## src/rtl/bcd_pkg.sv

```systemverilog
// Shared types and constants for the two-digit BCD down counter.
//   state_t       : counter control states (IDLE, RUN, EXPIRED)
//   BCD_MAX_DIGIT : largest legal BCD digit
//   BCD_ZERO      : two-digit BCD zero
//   bcd_legal()   : true when both nibbles of a byte are legal BCD digits
package bcd_pkg;

    localparam int unsigned DIGIT_W = 4;
    localparam int unsigned CNT_W   = 2 * DIGIT_W;

    localparam logic [DIGIT_W-1:0] BCD_MAX_DIGIT = 4'd9;
    localparam logic [CNT_W-1:0]   BCD_ZERO      = 8'h00;
    localparam logic [CNT_W-1:0]   BCD_ONE       = 8'h01;

    typedef enum logic [1:0] {
        IDLE    = 2'd0,
        RUN     = 2'd1,
        EXPIRED = 2'd2
    } state_t;

    function automatic logic bcd_legal(input logic [CNT_W-1:0] v);
        return (v[7:4] <= BCD_MAX_DIGIT) && (v[3:0] <= BCD_MAX_DIGIT);
    endfunction

endpackage

```

## src/rtl/bcd_digit_dn.sv

```systemverilog
// Single BCD digit down counter.
// Ports:
//   clk, rst_n : clock, async active-low reset (digit -> 0)
//   clr        : synchronous clear, highest priority
//   ld, ld_val : synchronous load of a digit value
//   en, bin    : digit steps down when both are high (9 after 0)
//   q          : registered digit value
//   bout_c     : combinational borrow-out, high when q == 0 and en is high
module bcd_digit_dn
    import bcd_pkg::*;
(
    input  logic               clk,
    input  logic               rst_n,
    input  logic               clr,
    input  logic               ld,
    input  logic [DIGIT_W-1:0] ld_val,
    input  logic               en,
    input  logic               bin,
    output logic [DIGIT_W-1:0] q,
    output logic               bout_c
);

    assign bout_c = en && (q == DIGIT_W'(0));

    // Digit register: clear > load > step
    always_ff @(posedge clk or negedge rst_n) begin
        if (!rst_n) begin
            q <= DIGIT_W'(0);
        end else if (clr) begin
            q <= DIGIT_W'(0);
        end else if (ld) begin
            q <= ld_val;
        end else if (en && bin) begin
            q <= (q == DIGIT_W'(0)) ? BCD_MAX_DIGIT : q - DIGIT_W'(1);
        end
    end

endmodule

```

## src/rtl/bcd_dncnt.sv

```systemverilog
// Two-digit BCD down counter with load, clear and terminal-count pulse.
// Ports:
//   clk     : system clock, rising edge
//   clrn    : async active-low reset
//   clr_cnt : synchronous clear (priority over ld and dec)
//   ld      : synchronous load of ld_val (priority over dec)
//   ld_val  : load value, [7:4] tens, [3:0] units
//   dec     : decrement enable, effective only in RUN
//   cnt     : registered two-digit BCD count
//   zero    : combinational, cnt == 0x00
//   tc      : registered one-cycle pulse when the count reaches 0x00 by decrement
//   ld_err  : registered one-cycle pulse on a load with an illegal BCD digit
module bcd_dncnt
    import bcd_pkg::*;
(
    input  logic             clk,
    input  logic             clrn,
    input  logic             clr_cnt,
    input  logic             ld,
    input  logic [CNT_W-1:0] ld_val,
    input  logic             dec,
    output logic [CNT_W-1:0] cnt,
    output logic             zero,
    output logic             tc,
    output logic             ld_err
);

    state_t state_q;
    state_t state_d;
    logic   tc_d;
    logic   ld_err_d;

    logic               ld_ok_c;
    logic               dec_go_c;
    logic               tens_en_c;
    logic               u_bout_c;
    logic               t_bout_c;
    logic [DIGIT_W-1:0] units_q;
    logic [DIGIT_W-1:0] tens_q;

    assign cnt  = {tens_q, units_q};
    assign zero = (cnt == BCD_ZERO);

    // Load only takes effect with legal digits; clear priority lives in the digits
    assign ld_ok_c  = ld && bcd_legal(ld_val);
    // Decrement only in RUN, never from zero, and never alongside clear/load
    assign dec_go_c = dec && !clr_cnt && !ld && (state_q == RUN) && !zero;
    // Tens steps on a units borrow while running
    assign tens_en_c = u_bout_c && (state_q == RUN);

    bcd_digit_dn u_units (
        .clk    (clk),
        .rst_n  (clrn),
        .clr    (clr_cnt),
        .ld     (ld_ok_c),
        .ld_val (ld_val[3:0]),
        .en     (dec_go_c),
        .bin    (1'b1),
        .q      (units_q),
        .bout_c (u_bout_c)
    );

    bcd_digit_dn u_tens (
        .clk    (clk),
        .rst_n  (clrn),
        .clr    (clr_cnt),
        .ld     (ld_ok_c),
        .ld_val (ld_val[7:4]),
        .en     (tens_en_c),
        .bin    (1'b1),
        .q      (tens_q),
        .bout_c (t_bout_c)
    );

    // State and pulse registers
    always_ff @(posedge clk or negedge clrn) begin
        if (!clrn) begin
            state_q <= IDLE;
            tc      <= 1'b0;
            ld_err  <= 1'b0;
        end else begin
            state_q <= state_d;
            tc      <= tc_d;
            ld_err  <= ld_err_d;
        end
    end

    // Next state and pulse decode, priority clr_cnt > ld > dec
    always_comb begin
        state_d  = state_q;
        tc_d     = 1'b0;
        ld_err_d = 1'b0;
        if (clr_cnt) begin
            state_d = IDLE;
        end else if (ld) begin
            if (ld_ok_c) begin
                state_d = (ld_val == BCD_ZERO) ? EXPIRED : RUN;
            end else begin
                ld_err_d = 1'b1;
            end
        end else if (dec_go_c && (cnt == BCD_ONE)) begin
            state_d = EXPIRED;
            tc_d    = 1'b1;
        end else if (t_bout_c) begin
            // A tens borrow would mean wrapping past zero; park in EXPIRED
            state_d = EXPIRED;
        end
    end

endmodule

```

## config.mk

```make
export PLATFORM = sky130hd
export DESIGN_NAME = bcd_dncnt
export DESIGN_NICKNAME = d
export VERILOG_FILES = /design/src/rtl/bcd_pkg.sv /design/src/rtl/bcd_digit_dn.sv /design/src/rtl/bcd_dncnt.sv
export SDC_FILE = /design/constraint.sdc
export NUM_CORES = 1
export LEC_CHECK = 0
export CORE_MARGIN = 1
export CORE_UTILIZATION = 49
export CTS_CLUSTER_SIZE = 30
export DETAILED_ROUTE_END_ITERATION = 12
export PLACE_DENSITY_LB_ADDON = 0.05
export RECOVER_POWER = 25
export SLEW_MARGIN = 20
export SYNTH_ARGS = -nofsm -noshare
export SYNTH_HDL_FRONTEND = slang
export SYNTH_HIERARCHICAL = 1
export SYNTH_SLANG_ARGS = --single-unit
```

## constraint.sdc

```tcl
create_clock -name clk -period 3.4 [get_ports clk]
set_clock_uncertainty 0.2 [all_clocks]
set_input_delay 0.68 -clock clk [delete_from_list [all_inputs] [get_ports clk]]
set_output_delay 0.68 -clock clk [all_outputs]
set_load 0.02 [all_outputs]
```

# Word level (Yosys, flattened, before mapping)
# Index checks and enable logic that the tools add are counted.
# totals
regBits	12
latchBits	0
ram_bits	0
romBits	0
inputBits	13
memories	0
# op_classes
add_sub_neg	2
n_mul	0
div_mod_pow	0
magnitude_cmp	2
n_eq_ne	3
shift	0
mux	20
n_bitwise	0
reduce_logical	21
# ops
operator	n
4-bit two-way mux	8
8-bit logical NOT	2
2-bit two-way mux	6
1-bit logical AND	10
8-bit by 1-bit equality test with 1-bit output, second input constant	1
4-bit less-or-equal comparator, second input constant	2
4-bit logical NOT	2
4-bit by 1-bit subtractor with 4-bit output, second input constant	2
1-bit two-way mux	6
3-bit nonzero test	2
4-bit nonzero test	1
1-bit logical NOT	3
3-bit by 2-bit != test with 1-bit output, second input constant	1
2-bit by 1-bit equality test with 1-bit output, second input constant	1
2-bit AND reduction	1

# Longest topological paths before layout
# Gate-level depths: netlist of run 1.
# depth
word_depth	12
ltp_mapped	12

# By module
# Netlist of run 1, hierarchy kept.
# modules_own_cells
mod	n_inst	cells_each	area_per_inst_um2
bcd_digit_dn	2	28	254.0
bcd_dncnt	1	32	289.0

# Worst setup path before layout of run 1
# No wires, ideal clock.
# synth_path
path_kind	register -> register
startpoint	reg u_tens.q[1]
endpoint	reg state_q[1]
setup_time_ns	0.128
t_arrival_ns	2.335
required_ns	3.072
setup_slack_ns	0.738
stages_incl_launch_ff	13
period_less_slack_ns	2.662
path_cell_list	dfrtp_1 > nor4_4 > nand2_1 > nor2_1 > nor2_1 > nand2b_1 > nor4_1 > and2_1 > nand2b_1 > nor4_1 > nor3_1 > a21oi_2 > mux2_1
# synth_between
elab_chain_cells	8
word_cells_on_any_way	14
cone_classes	eq/ne (1); mux (3); reduce/logical (10)
# synth_lines
element	line	source
start, declared	bcd_digit_dn.sv:19	output logic [DIGIT_W-1:0] q,
start signal, assigned	bcd_digit_dn.sv:32	q <= ld_val;
start signal, assigned	bcd_digit_dn.sv:34	q <= (q == DIGIT_W'(0)) ? BCD_MAX_DIGIT : q - DIGIT_W'(1);
8-bit logical NOT	bcd_dncnt.sv:42	assign zero = (cnt == BCD_ZERO);
net zero	bcd_dncnt.sv:23	output logic zero,
1-bit logical NOT	bcd_dncnt.sv:47	assign dec_go_c = dec && !clr_cnt && !ld && (state_q == RUN) && !zero;
1-bit logical AND	bcd_dncnt.sv:47	
net dec_go_c	bcd_dncnt.sv:34	logic dec_go_c;
1-bit logical AND	bcd_digit_dn.sv:23	assign bout_c = en && (q == DIGIT_W'(0));
net u_bout_c	bcd_dncnt.sv:36	logic u_bout_c;
1-bit logical AND	bcd_dncnt.sv:49	assign tens_en_c = u_bout_c && (state_q == RUN);
net tens_en_c	bcd_dncnt.sv:35	logic tens_en_c;
1-bit logical AND	bcd_digit_dn.sv:23	
net t_bout_c	bcd_dncnt.sv:37	logic t_bout_c;
4-bit nonzero test (no source line)	-	
2-bit AND reduction (no source line)	-	
end signal, assigned	bcd_dncnt.sv:82	state_q <= state_d;
end, declared	bcd_dncnt.sv:28	state_t state_q;
# The timed path passes the listed nets, and every way through them passes these cells.
# A chain may end at the register's enable or synchronous reset.

# Worst setup path after layout of run 1
# layout_path
startpoint	in ld
endpoint	reg state_q[1]
# layout_between
elab_chain_cells	9
word_cells_on_any_way	15
cone_classes	eq/ne (1); mux (3); reduce/logical (11)
# layout_lines
element	line	source
start, declared	bcd_dncnt.sv:19	input logic ld,
1-bit logical NOT	bcd_dncnt.sv:47	
1-bit logical AND (3 in a row)	bcd_dncnt.sv:47	
net dec_go_c	bcd_dncnt.sv:34	
1-bit logical AND	bcd_digit_dn.sv:23	
net u_bout_c	bcd_dncnt.sv:36	
1-bit logical AND	bcd_dncnt.sv:49	
net tens_en_c	bcd_dncnt.sv:35	
1-bit logical AND	bcd_digit_dn.sv:23	
net t_bout_c	bcd_dncnt.sv:37	
4-bit nonzero test (no source line)	-	
2-bit AND reduction (no source line)	-	
# The timed path passes the listed nets, and every way through them passes these cells.

==> metrics.md, run 1 <==
| Metric | Value |
|---|---|
| Post-CTS Setup Inserts | 0 |
| Core footprint | ~0.0015 sq mm |
| DIE WIDTH | 42.3 um |
| Fraction of layout cells with a size suffix above 1 | 9.17% |
| First-pass GRT wire length | about 3.2 mm |
| Critical Path AT | 2.94 ns |
| Met2 WL post-DR | about 950 um |
| WL met3 | around 70 um |
| Rel. slew slack | just over 60% |
| RR Startpoint | u_tens/q[1] |
| Synth Warn # | 6 |
| WHS Endpoint | state_q[1] |
| Synth area leaders | dfrtp_1, o31a_1, a21oi_1, inv_1, nor4_1 |
| Power Dens Cells | ~350 mW/mm^2 |
| Psw | 114 uW |
| Top cell type's share of synthesized area | 37.7% |
| Worst skew pair latency | between 0.2 and 0.3 ns |
| EDFF count, synth | 0 |
| Kind of critical path | in -> reg |
| # DRC | 0 |
| Gpl congestion | roughly 0.77 |
| R2r setup slk | between 0.8 and 0.9 ns |
| Distinct cell type count after synthesis | 29 |
| RSZ-0062 raised after global routing | false |
| Worst Path Required | between 3 and 4 ns |
| TritonCTS clock tree | built |
| Seq pwr share | 43.7% |
| Internal | approximately 270 uW |
| IO buf count | 23 |
| Antenna violations before repair | 0 |
| # IOs | 24 |
| Clk pwr share | between 30% and 40% |
| Vias per cell | about 6 |
| CTS max path bufs | 2 |
| Number of global-route vias before repair | between 700 and 800 |
| Leak pwr | between 0.5 and 0.6 nW |
| GRT Total Usage | 23.8% |
| Maximum VDD drop | approximately 0.29 mV |
| Final net count | about 130 |
| Post-Place Worst Slack | approximately 0.13 ns |
| Hold_buf cts | 0 |
| Status | finished, final reports clean |
| Fin util | between 70 and 80% |
| Min-Delay Path Class | reg -> reg |
| CTS resizes | 0 |
| Avg WL per Cell | about 14 um |
| Ys async rst share | between 90% and 100% |
| Final wirelength | between 1.5 and 2 mm |
| Metal-1 WL | 806 um |
| Comb pwr share | between 20% and 30% |
| Post-Syn Instances | 88 |
| Sink Count | 12 |
| Total die area | about 0.0018 sq mm |
| Max-cap violations | 0 |
| Setup crit start kind | input port |
| Post-synthesis sequential area ratio | between 30 and 40% |
| H-tree depth | 1 |
| Die H | about 42 um |
| Largest net degree at the start of global routing | 17 |
| Final instance area | between 0.001 and 0.0015 sq mm |
| Post-DP HPWL | between 1 and 1.5 mm |
| CTS clk-pin slew, worst paths | roughly 0.08 ns |
| Predominant post-synthesis flop cell | dfrtp_1 |
| Top-count cell post-synth | dfrtp_1 |
| Worst hold start | state_q[1] |
| Drt initial violations | 12 |
| Mean Syn Cell Area | around 9 sq um |
| Sum of negative setup slack | 0 ns |
| Synth-to-layout area growth | 39.2% |
| Total gr overflow | 0 |
| ANT nets after route | 0 |
| F_max | 336 MHz |
| Hold WS | between 0.3 and 0.4 ns |
| R2R cell count | 12 |
| Slew Limit Fails | 0 |
| Final Cycle Share | slightly below 90% |
| Max FO, Critical Path | 6 |
| Largest area contributor in the netlist | dfrtp_1 |
| Num CTS Buffers | 3 |
| Starting Density | 52.9% |
| Worst-Margin Slew | approximately 0.58 ns |
| Diode count | 0 |
| Mapped Area | 797 sq um |
| TritonRoute pass-1 iters | 4 |
| Dpl cell area | 0.00107 sq mm |
| Post-synth top cells | dfrtp_1, inv_1, a21oi_1 |
| Vias | 793 |
| Fin worst setup slack | about 0.42 ns |
| Minimum clock period | 2.98 ns |
| Top layer in use | met4 |
| Critical Path End Type | flop |
| Setup violators final | 0 |
| Worst Hold Path Cells | 1 |
| Clk root buf | clkbuf_4 |
| Yosys reg bits | 12 |
| R2r endpoint | state_q[1] |
| Row cnt | 14 |
| Net Sw Frac | 29.9% |
| Final hold vios | 0 |
## through the flow
stage               instances  power [mW]
global route              136       0.400
global placement          132       0.267
detailed placement        132       0.268
CTS                       136       0.389
floorplan                  93       0.219
finish                    136       0.383
## per-layer routing
metal	track usage [%]	vias to the layer above
li1	-	383
met1	27.0	384
met2	43.4	22
met3	2.59	4
met4	11.9	0
met5	0	-
## cell usage in the layout, fill, tap and decap left out
master           Yosys  layout
and4bb_1             2       2
nor3_2               1       1
buf_4                0       2
nand3_1              1       1
clkbuf_8             0       1
a21oi_1              9       9
a221oi_1             2       2
nor3_1               1       1
nand3b_1             2       2
and2b_1              2       2
and2_1               1       1
nor4_1               6       6
and3b_1              2       2
nor4_4               1       1
nand4bb_1            1       1
dlygate4sd3_1        0       1
nand2b_1             3       3
clkdlybuf4s50_1      0      22
mux2_1               1       1
dfrtp_1             12      12
o21a_1               2       2
conb_1               1       6
nand2_1              4       4
and3_1               1       1
and4b_1              1       1
xnor2_1              2       2
clkbuf_4             0       3
a21oi_2              2       2
o21ai_0              5       5
inv_1               10      10
o31a_1               6       6
nand4_2              1       1
nor2_1               4       4
## power by group through the flow
stage               Clock, mW  Sequential (mW)  Combinational (mW)
finish                  0.117            0.168              0.0986
global route            0.123            0.170               0.107
CTS                     0.122            0.167              0.0993
detailed placement          0            0.170              0.0982
global placement            0            0.170              0.0972
floorplan                   0            0.177              0.0423
## registers in the layout, summed over array words and instances, names as in the netlist
register	flops
u_tens/q	4
tc	1
state_q	2
u_units/q	4
ld_err	1
## worst max path at each step
| stage | startpoint | to | slack, ns | depth (start not counted) |
|---|---|---|---|---|
| floorplan | u_tens/q[1] | state_q[1] | 0.74 | 12 |
| global placement | ld | state_q[1] | 0.20 | 12 |
| detailed placement | ld | state_q[1] | 0.13 | 12 |
| CTS | ld | state_q[1] | 0.41 | 12 |
| global route | ld | state_q[1] | 0.17 | 12 |
| finish | ld | state_q[1] | 0.42 | 12 |
## cell families after synthesis
family,Yosys count,share of synthesized area [%]
AO/OA/AOI/OAI,26,21.7
XOR/XNOR,2,2.20
buffers and inverters,12,5.65
flip-flops,12,37.7
multiplexers,1,1.41
other,1,0.471
AND/OR/NAND/NOR,34,30.9
## worst max-delay path, cell delays in order
cell and delay [ns]:
clkdlybuf4s50_1 0.50, nor2_1 0.20, nand3_1 0.10, nor2_1 0.13, nand2b_1 0.07, nor4_1 0.14
and2_1 0.23, nand2b_1 0.07, nor4_1 0.21, nor3_1 0.10, a21oi_2 0.17, mux2_1 0.33
## area by class of cell
class | count | area (sq um)
clock buffer | 4 | 36.3
timing repair buffer | 25 | 245
multi-input combinational | 69 | 470
fill | 122 | 397
tap | 16 | 20.0
sequential | 12 | 300
inverter | 10 | 37.5
Note: power is estimated with default switching activity, not from simulation.
==> run 2: changes to the inputs <==
Settings changed: CORE_MARGIN 1 to 2, CORE_UTILIZATION 49 to 47, SYNTH_HIERARCHICAL 1 to default.
==> run 2 against run 1 <==
  * Non-clock buffer count down 2
  * Register-to-register slack improved by 0.48 ns
  * Count of clock-buffer cells in the layout did not move
  * Via count down 14%
  * Area after synthesis fell by 11%
  * Worst setup slack worse by 0.15 ns
  * Critical endpoint is now zero
==> metrics.md, run 2 <==
| Metric | Value |
|---|---|
| Max FO, Critical Path | 5 (-1) |
| Avg WL per Cell | 15.9 um (+17%) |
| Sum of negative setup slack | 0 ns (unchanged) |
| Post-DP HPWL | 1.33 mm (-3.5%) |
| Post-Syn Instances | 73 (-17%) |
| TritonRoute pass-1 iters | 4 (unchanged) |
| Hold_buf cts | 0 (unchanged) |
| Ys async rst share | 100% (unchanged) |
| Maximum VDD drop | 0.261 mV (-11%) |
| Num CTS Buffers | 3 (unchanged) |
| Gpl congestion | 0.806 (+4.2%) |
| EDFF count, synth | 0 (unchanged) |
| IO buf count | 23 (unchanged) |
| R2r endpoint | u_tens.q[2] |
| Mapped Area | 707 sq um (-11%) |
| Psw | 114 uW (-0.44%) |
| H-tree depth | 1 (unchanged) |
| Worst Hold Path Cells | 1 (unchanged) |
| Post-synth top cells | dfrtp_1, nor2_1, nand2_1 |
| Comb pwr share | 24.3% (-1.4 points) |
| Core footprint | 0.00135 sq mm (-10%) |
| Distinct cell type count after synthesis | 31 (+6.9%) |
| Net Sw Frac | 30.4% (+0.54 points) |
| Max-cap violations | 0 (unchanged) |
| Power Dens Cells | 385 mW/mm^2 (+12%) |
| Top-count cell post-synth | dfrtp_1 |
| Post-synthesis sequential area ratio | 42.5% (+4.8 points) |
| CTS clk-pin slew, worst paths | 0.09 ns (about the same) |
| Status | finished, final reports clean |
| # IOs | 24 (unchanged) |
| Total die area | 0.00183 sq mm (+2.1%) |
| Critical Path AT | 2.25 ns (-0.69 ns) |
| Synth area leaders | dfrtp_1, a311oi_1, nor2_1, nor3_4, nand2_1 |
| Rel. slew slack | 51.5% (-9.7 points) |
| Most frequent cells in the layout | clkdlybuf4s50_1, dfrtp_1, nor2_1, nand2_1 |
| Worst Path Required | 2.52 ns (-0.84 ns) |
| Minimum clock period | 3.13 ns (+0.148 ns) |
| GRT Total Usage | 20.9% (-2.9 points) |
| Kind of critical path | reg -> out |
| Layout Cells excl Fill | 113 (-17%) |
| Synth-to-layout area growth | 37.7% |
| Sink Count | 12 (unchanged) |
| DIE WIDTH | 42.8 um (+1.1%) |
| Number of global-route vias before repair | 618 (-20%) |
| Largest area contributor in the netlist | dfrtp_1 |
| Final net count | 112 (-16%) |
| Post-CTS Setup Inserts | 0 (unchanged) |
| Slew Limit Fails | 0 (unchanged) |
| Internal | 261 uW (-2.9%) |
| Worst setup path start | u_tens.q[1] |
| Hold WS | 0.343 ns (+0.0198 ns) |
| ANT nets after route | 0 (unchanged) |
| Yosys reg bits | 12 (unchanged) |
| Syn Nets | 86 |
| # DRC | 0 (unchanged) |
| Mean Syn Cell Area | 9.68 sq um (+6.9%) |
| Top cell type's share of synthesized area | 42.5% (+4.8 points) |
| RSZ-0062 raised after global routing | false |
| Diode count | 0 (unchanged) |
| Setup crit start kind | flop |
| CTS resizes | 0 (unchanged) |
| Final wirelength | 1.80 mm (-3.2%) |
| First-pass GRT wire length | 2.85 mm (-10%) |
| F_max | 320 MHz (-4.7%) |
| Vias per cell | 6.05 (+3.8%) |
| Predominant post-synthesis flop cell | dfrtp_1 |
| Final hold vios | 0 (unchanged) |
| Worst hold start | state_q[1] |
| Worst-Margin Slew | 0.721 ns (+0.140 ns) |
| Worst skew pair latency | 0.28 ns (about the same) |
| R2r setup slk | 1.36 ns (+0.48 ns) |
| Leak pwr | 0.398 nW (-22%) |
| Total gr overflow | 0 (unchanged) |
| Row cnt | 13 (-1) |
| Largest regs | u_tens.q: 4 flops, u_units.q: 4 flops, state_q: 2 flops |
| Clk pwr share | 32.2% (+1.7 points) |
| Critical Path End Type | primary output |
| Starting Density | 52.4% (-0.54 points) |
| RR Startpoint | u_units.q[1] |
| CTS max path bufs | 2 (unchanged) |
| TritonCTS clock tree | built |
| Die H | 42.8 um (+1.1%) |
| Synth Warn # | 0 (-6) |
| Clk root buf | clkbuf_4 |
| Most common cell after layout, fill and taps aside | clkdlybuf4s50_1 |
| Placed cells | 109 (-17%) |
| Final Cycle Share | 91.9% (+4.4 points) |
| Seq pwr share | 43.4% (-0.3 points) |
| Antenna violations before repair | 0 (unchanged) |
| Min-Delay Path Class | reg -> reg |
| R2R cell count | 4 (-8) |
| Setup violators final | 0 (unchanged) |
| WHS Endpoint | state_q[1] |
| Largest net degree at the start of global routing | 15 (-2) |
| Vias | 684 (-14%) |
| Drt initial violations | 28 (+16) |
| Fraction of layout cells with a size suffix above 1 | 13.3% (+4.1 points) |
-- run 2: cell types whose count changed after synthesis, sizes merged, moves of 4 or more --
cell	delta
a21oi	-10
inv	-9
nor2	+6
o31a	-6
a311oi	+5
nand2	+4
nor4	-4
-- run 2: worst max path at each step --
stage	to	slack, ns
3_3_place_gp	u_tens.q[2]	0.59
6_report	zero	0.27
2_1_floorplan	zero	1.23
4_1_cts	zero	0.32
3_5_place_dp	u_tens.q[2]	0.48
5_1_grt	zero	0.15
-- run 2: through the flow --
stage	total power [mW]	setup WS, ns	cell area, sq um	util [%]
floorplan	0.210	1.23	707	-
global placement	0.254	0.591	937	69.4
detailed placement	0.256	0.484	937	69.4
CTS	0.372	0.319	973	72.1
global route	0.388	0.148	973	72.1
finish	0.375	0.275	973	72.1
-- run 2: cell families after synthesis --
kind of cell           synth area share, %
AND/OR/NAND/NOR                       35.0
buffers and inverters                 3.19
AO/OA/AOI/OAI                         16.5
multiplexers                          2.83
flip-flops                            42.5
-- run 2: area by class of cell --
cell class / count / area (sq um)
multi-input cells: 58 / 384
repair buffers: 23 / 230
fillers: 100 / 377
clock buffers: 4 / 36.3
flip-flops and latches: 12 / 300
well taps: 15 / 18.8
inverters: 1 / 3.75
-- run 2: power by group through the flow --
| stage | logic [mW] | registers, mW | clock network [mW] |
|---|---|---|---|
| after floorplan | 0.0384 | 0.172 | 0 |
| after global placement | 0.0895 | 0.164 | 0 |
| after detailed placement | 0.0912 | 0.165 | 0 |
| after CTS | 0.0915 | 0.163 | 0.118 |
| after global routing | 0.0988 | 0.164 | 0.125 |
| final | 0.0911 | 0.163 | 0.121 |
-- run 2: worst max-delay path, cell delays in order, from the launching register on --
cell and delay [ns]:
dfrtp_1 0.43, nor4_1 0.67, nand2_1 0.15, nor2_1 0.12, clkdlybuf4s50_1 0.60
-- run 2: per-layer routing --
metal | part of all wire (%) | vias up | global-route usage (%)
met5 | 0 | - | 0
met4 | 0.95 | 0 | 7.50
met3 | 5.0 | 2 | 2.55
met2 | 48 | 25 | 33.0
met1 | 46 | 324 | 29.0
li1 | - | 333 | -
==> run 3: changes to the inputs <==
Settings changed: CORE_UTILIZATION 47 to 43, RECOVER_POWER 25 to default, SKIP_CTS_REPAIR_TIMING from default to 1.
Clock period 3.4 ns to 3.3 ns, I/O delays scaled along.
==> run 3 against run 2 <==
  * Critical path depth stayed put
  * Die area grew 8.4%
  * Critical path type unchanged
  * Count of clock-buffer cells in the layout unchanged
  * Highest routed layer unchanged
  * Cell count up 1.8%
==> metrics.md, run 3 (same netlist as run 2, synthesis figures left out) <==
| Metric | Value |
|---|---|
| Status | finished, final reports clean |
| Seq pwr share | 44.3% (+0.9 points) |
| Met2 usage | 32.5% (-0.57 points) |
| Worst skew pair latency | 0.27 ns (about the same) |
| Worst-Margin Slew | 0.588 ns (-0.133 ns) |
| Final hold vios | 0 (unchanged) |
| Final Cycle Share | roughly nine tenths |
| First-pass GRT wire length | 2.95 mm (+3.7%) |
| Dpl cell area | 946 sq um (+0.93%) |
| Power Dens Cells | 383 mW/mm^2 (-0.52%) |
| Number of global-route vias before repair | 664 (+7.4%) |
| CTS clk-pin slew, worst paths | 0.08 ns (about the same) |
| Sum of negative setup slack | 0 ns (unchanged) |
| Die H | 44.5 um (+4.1%) |
| CTS max path bufs | 2 (unchanged) |
| Final wirelength | 1.61 mm (-11%) |
| # IOs | 24 (unchanged) |
| Vias per cell | 5.84 (-3.5%) |
| Synth-to-layout area growth | 38.9% |
| R2R cell count | 4 (unchanged) |
| Min-Delay Path Class | reg -> reg |
| Gpl congestion | 0.781 (-3.1%) |
| Largest net degree at the start of global routing | 15 (unchanged) |
| Gr busiest metal | met2 |
| Setup violators final | 0 (unchanged) |
| Critical Path AT | 2.11 ns (-0.14 ns) |
| Max-cap violations | 0 (unchanged) |
| Num CTS Buffers | 3 (unchanged) |
| Kind of critical path | reg -> out |
| Worst setup path start | u_tens.q[0] |
| Hold WS | 0.353 ns (+0.00951 ns) |
| R2r endpoint | u_tens.q[2] |
| Worst Path Required | 2.44 ns (-0.08 ns) |
| Diode count | 0 (unchanged) |
| Grt met3 use | 2.45% (-0.10 points) |
| Critical Path End Type | primary output |
| Total die area | 0.00198 sq mm (+8.4%) |
| RR Startpoint | state_q[1] |
| Final instance area | 982 sq um (+0.90%) |
| Vias | 672 (-1.8%) |
| Final net count | 113 (+0.89%) |
| Comb pwr share | 25.0% (+0.7 points) |
| Avg WL per Cell | 14.0 um (-12%) |
| Setup crit end | zero |
| Starting Density | 46.4% (-6.0 points) |
| F_max | 336 MHz |
| Row cnt | 14 (+1) |
| DIE WIDTH | 44.5 um (+4.1%) |
| Max FO, Critical Path | 7 (+2) |
| Maximum VDD drop | 0.237 mV (-9.0%) |
| TritonRoute pass-1 iters | 4 (unchanged) |
| ANT nets after route | 0 (unchanged) |
| Most frequent cells in the layout | clkdlybuf4s50_1, dfrtp_1, nor2_1, nand2_1 |
| Slew Limit Fails | 0 (unchanged) |
| Grt met1 use | 28.3% (-0.68 points) |
| Sink Count | 12 (unchanged) |
| Total gr overflow | 0 (unchanged) |
| Worst hold start | state_q[1] |
| Most common cell after layout, fill and taps aside | clkdlybuf4s50_1 |
| # DRC | 0 (unchanged) |
| Net Sw Frac | 28.3% (-2.1 points) |
| Psw | 106 uW (-6.5%) |
| H-tree depth | 1 (unchanged) |
| IO buf count | 23 (unchanged) |
| Fraction of layout cells with a size suffix above 1 | 14.1% (+0.88 points) |
| Clk pwr share | 30.7% (-1.5 points) |
| R2r setup slk | 1.40 ns (+0.04 ns) |
| RSZ-0062 raised after global routing | false |
| Clk root buf | clkbuf_4 |
| Largest regs | u_tens.q: 4 flops, u_units.q: 4 flops, state_q: 2 flops |
| Rel. slew slack | 60.4% (+9.0 points) |
| Core footprint | 0.00152 sq mm (+13%) |
| TritonCTS clock tree | built |
| Leak pwr | 0.403 nW (+1.1%) |
| Drt initial violations | 15 (-46%) |
| Antenna violations before repair | 0 (unchanged) |
| GRT Total Usage | 20.9% (about the same) |
| Post-DP HPWL | 1.22 mm (-8.4%) |
| Internal | 270 uW (+3.4%) |
| Setup crit start kind | flop |
| Minimum clock period | slightly below 3 ns |
## run 3: changes by cell type in the layout (fill, tap and decap cells not counted), sizes merged
cell / delta
buf: +1
clkdlybuf4s50: +1
dlygate4sd3: -1
## run 3: routing by layer
metal  routed length [um]  vias to the layer above
li1                     -                      331
met1                  743                      309
met2                  739                       30
met3                  104                        2
met4                   19                        0
met5                    0                        -
## run 3: final cells by class
class,count,area [sq um]
clock buffers,4,36.3
well taps,16,20.0
multi-input cells,58,384
fillers,134,542
repair buffers,24,238
inverters,1,3.75
flip-flops and latches,12,300
## run 3: power groups by stage
| stage | sequential (mW) | clock, mW | combinational [mW] |
|---|---|---|---|
| after global routing | 0.169 | 0.127 | 0.104 |
| after floorplan | 0.177 | 0 | 0.0395 |
| final | 0.167 | 0.115 | 0.0942 |
| after detailed placement | 0.169 | 0 | 0.0945 |
| after CTS | 0.167 | 0.118 | 0.0951 |
| after global placement | 0.169 | 0 | 0.0935 |
## run 3: worst min path at each step
stage                  to  depth (start not counted)
6_report       state_q[1]                          1
5_1_grt        state_q[1]                          1
4_1_cts        state_q[1]                          1
3_5_place_dp   state_q[1]                          1
3_3_place_gp   state_q[1]                          1
2_1_floorplan      ld_err                          0
## run 3: stage by stage
stage | utilization (%) | cells | setup WS, ns | total power, mW
3_3_place_gp | 62.1 | 111 | 0.652 | 0.262
4_1_cts | 64.4 | 115 | 0.300 | 0.380
5_1_grt | 64.4 | 115 | 0.141 | 0.400
2_1_floorplan | - | 73 | 1.15 | 0.216
6_report | 64.4 | 115 | 0.327 | 0.376
3_5_place_dp | 62.1 | 111 | 0.572 | 0.264
## run 3: critical path: stages, from the launching register on
cell and delay, ns:
dfrtp_1 0.43, nor4_1 0.56, nand2_1 0.14, nor2_1 0.11, clkdlybuf4s50_1 0.60
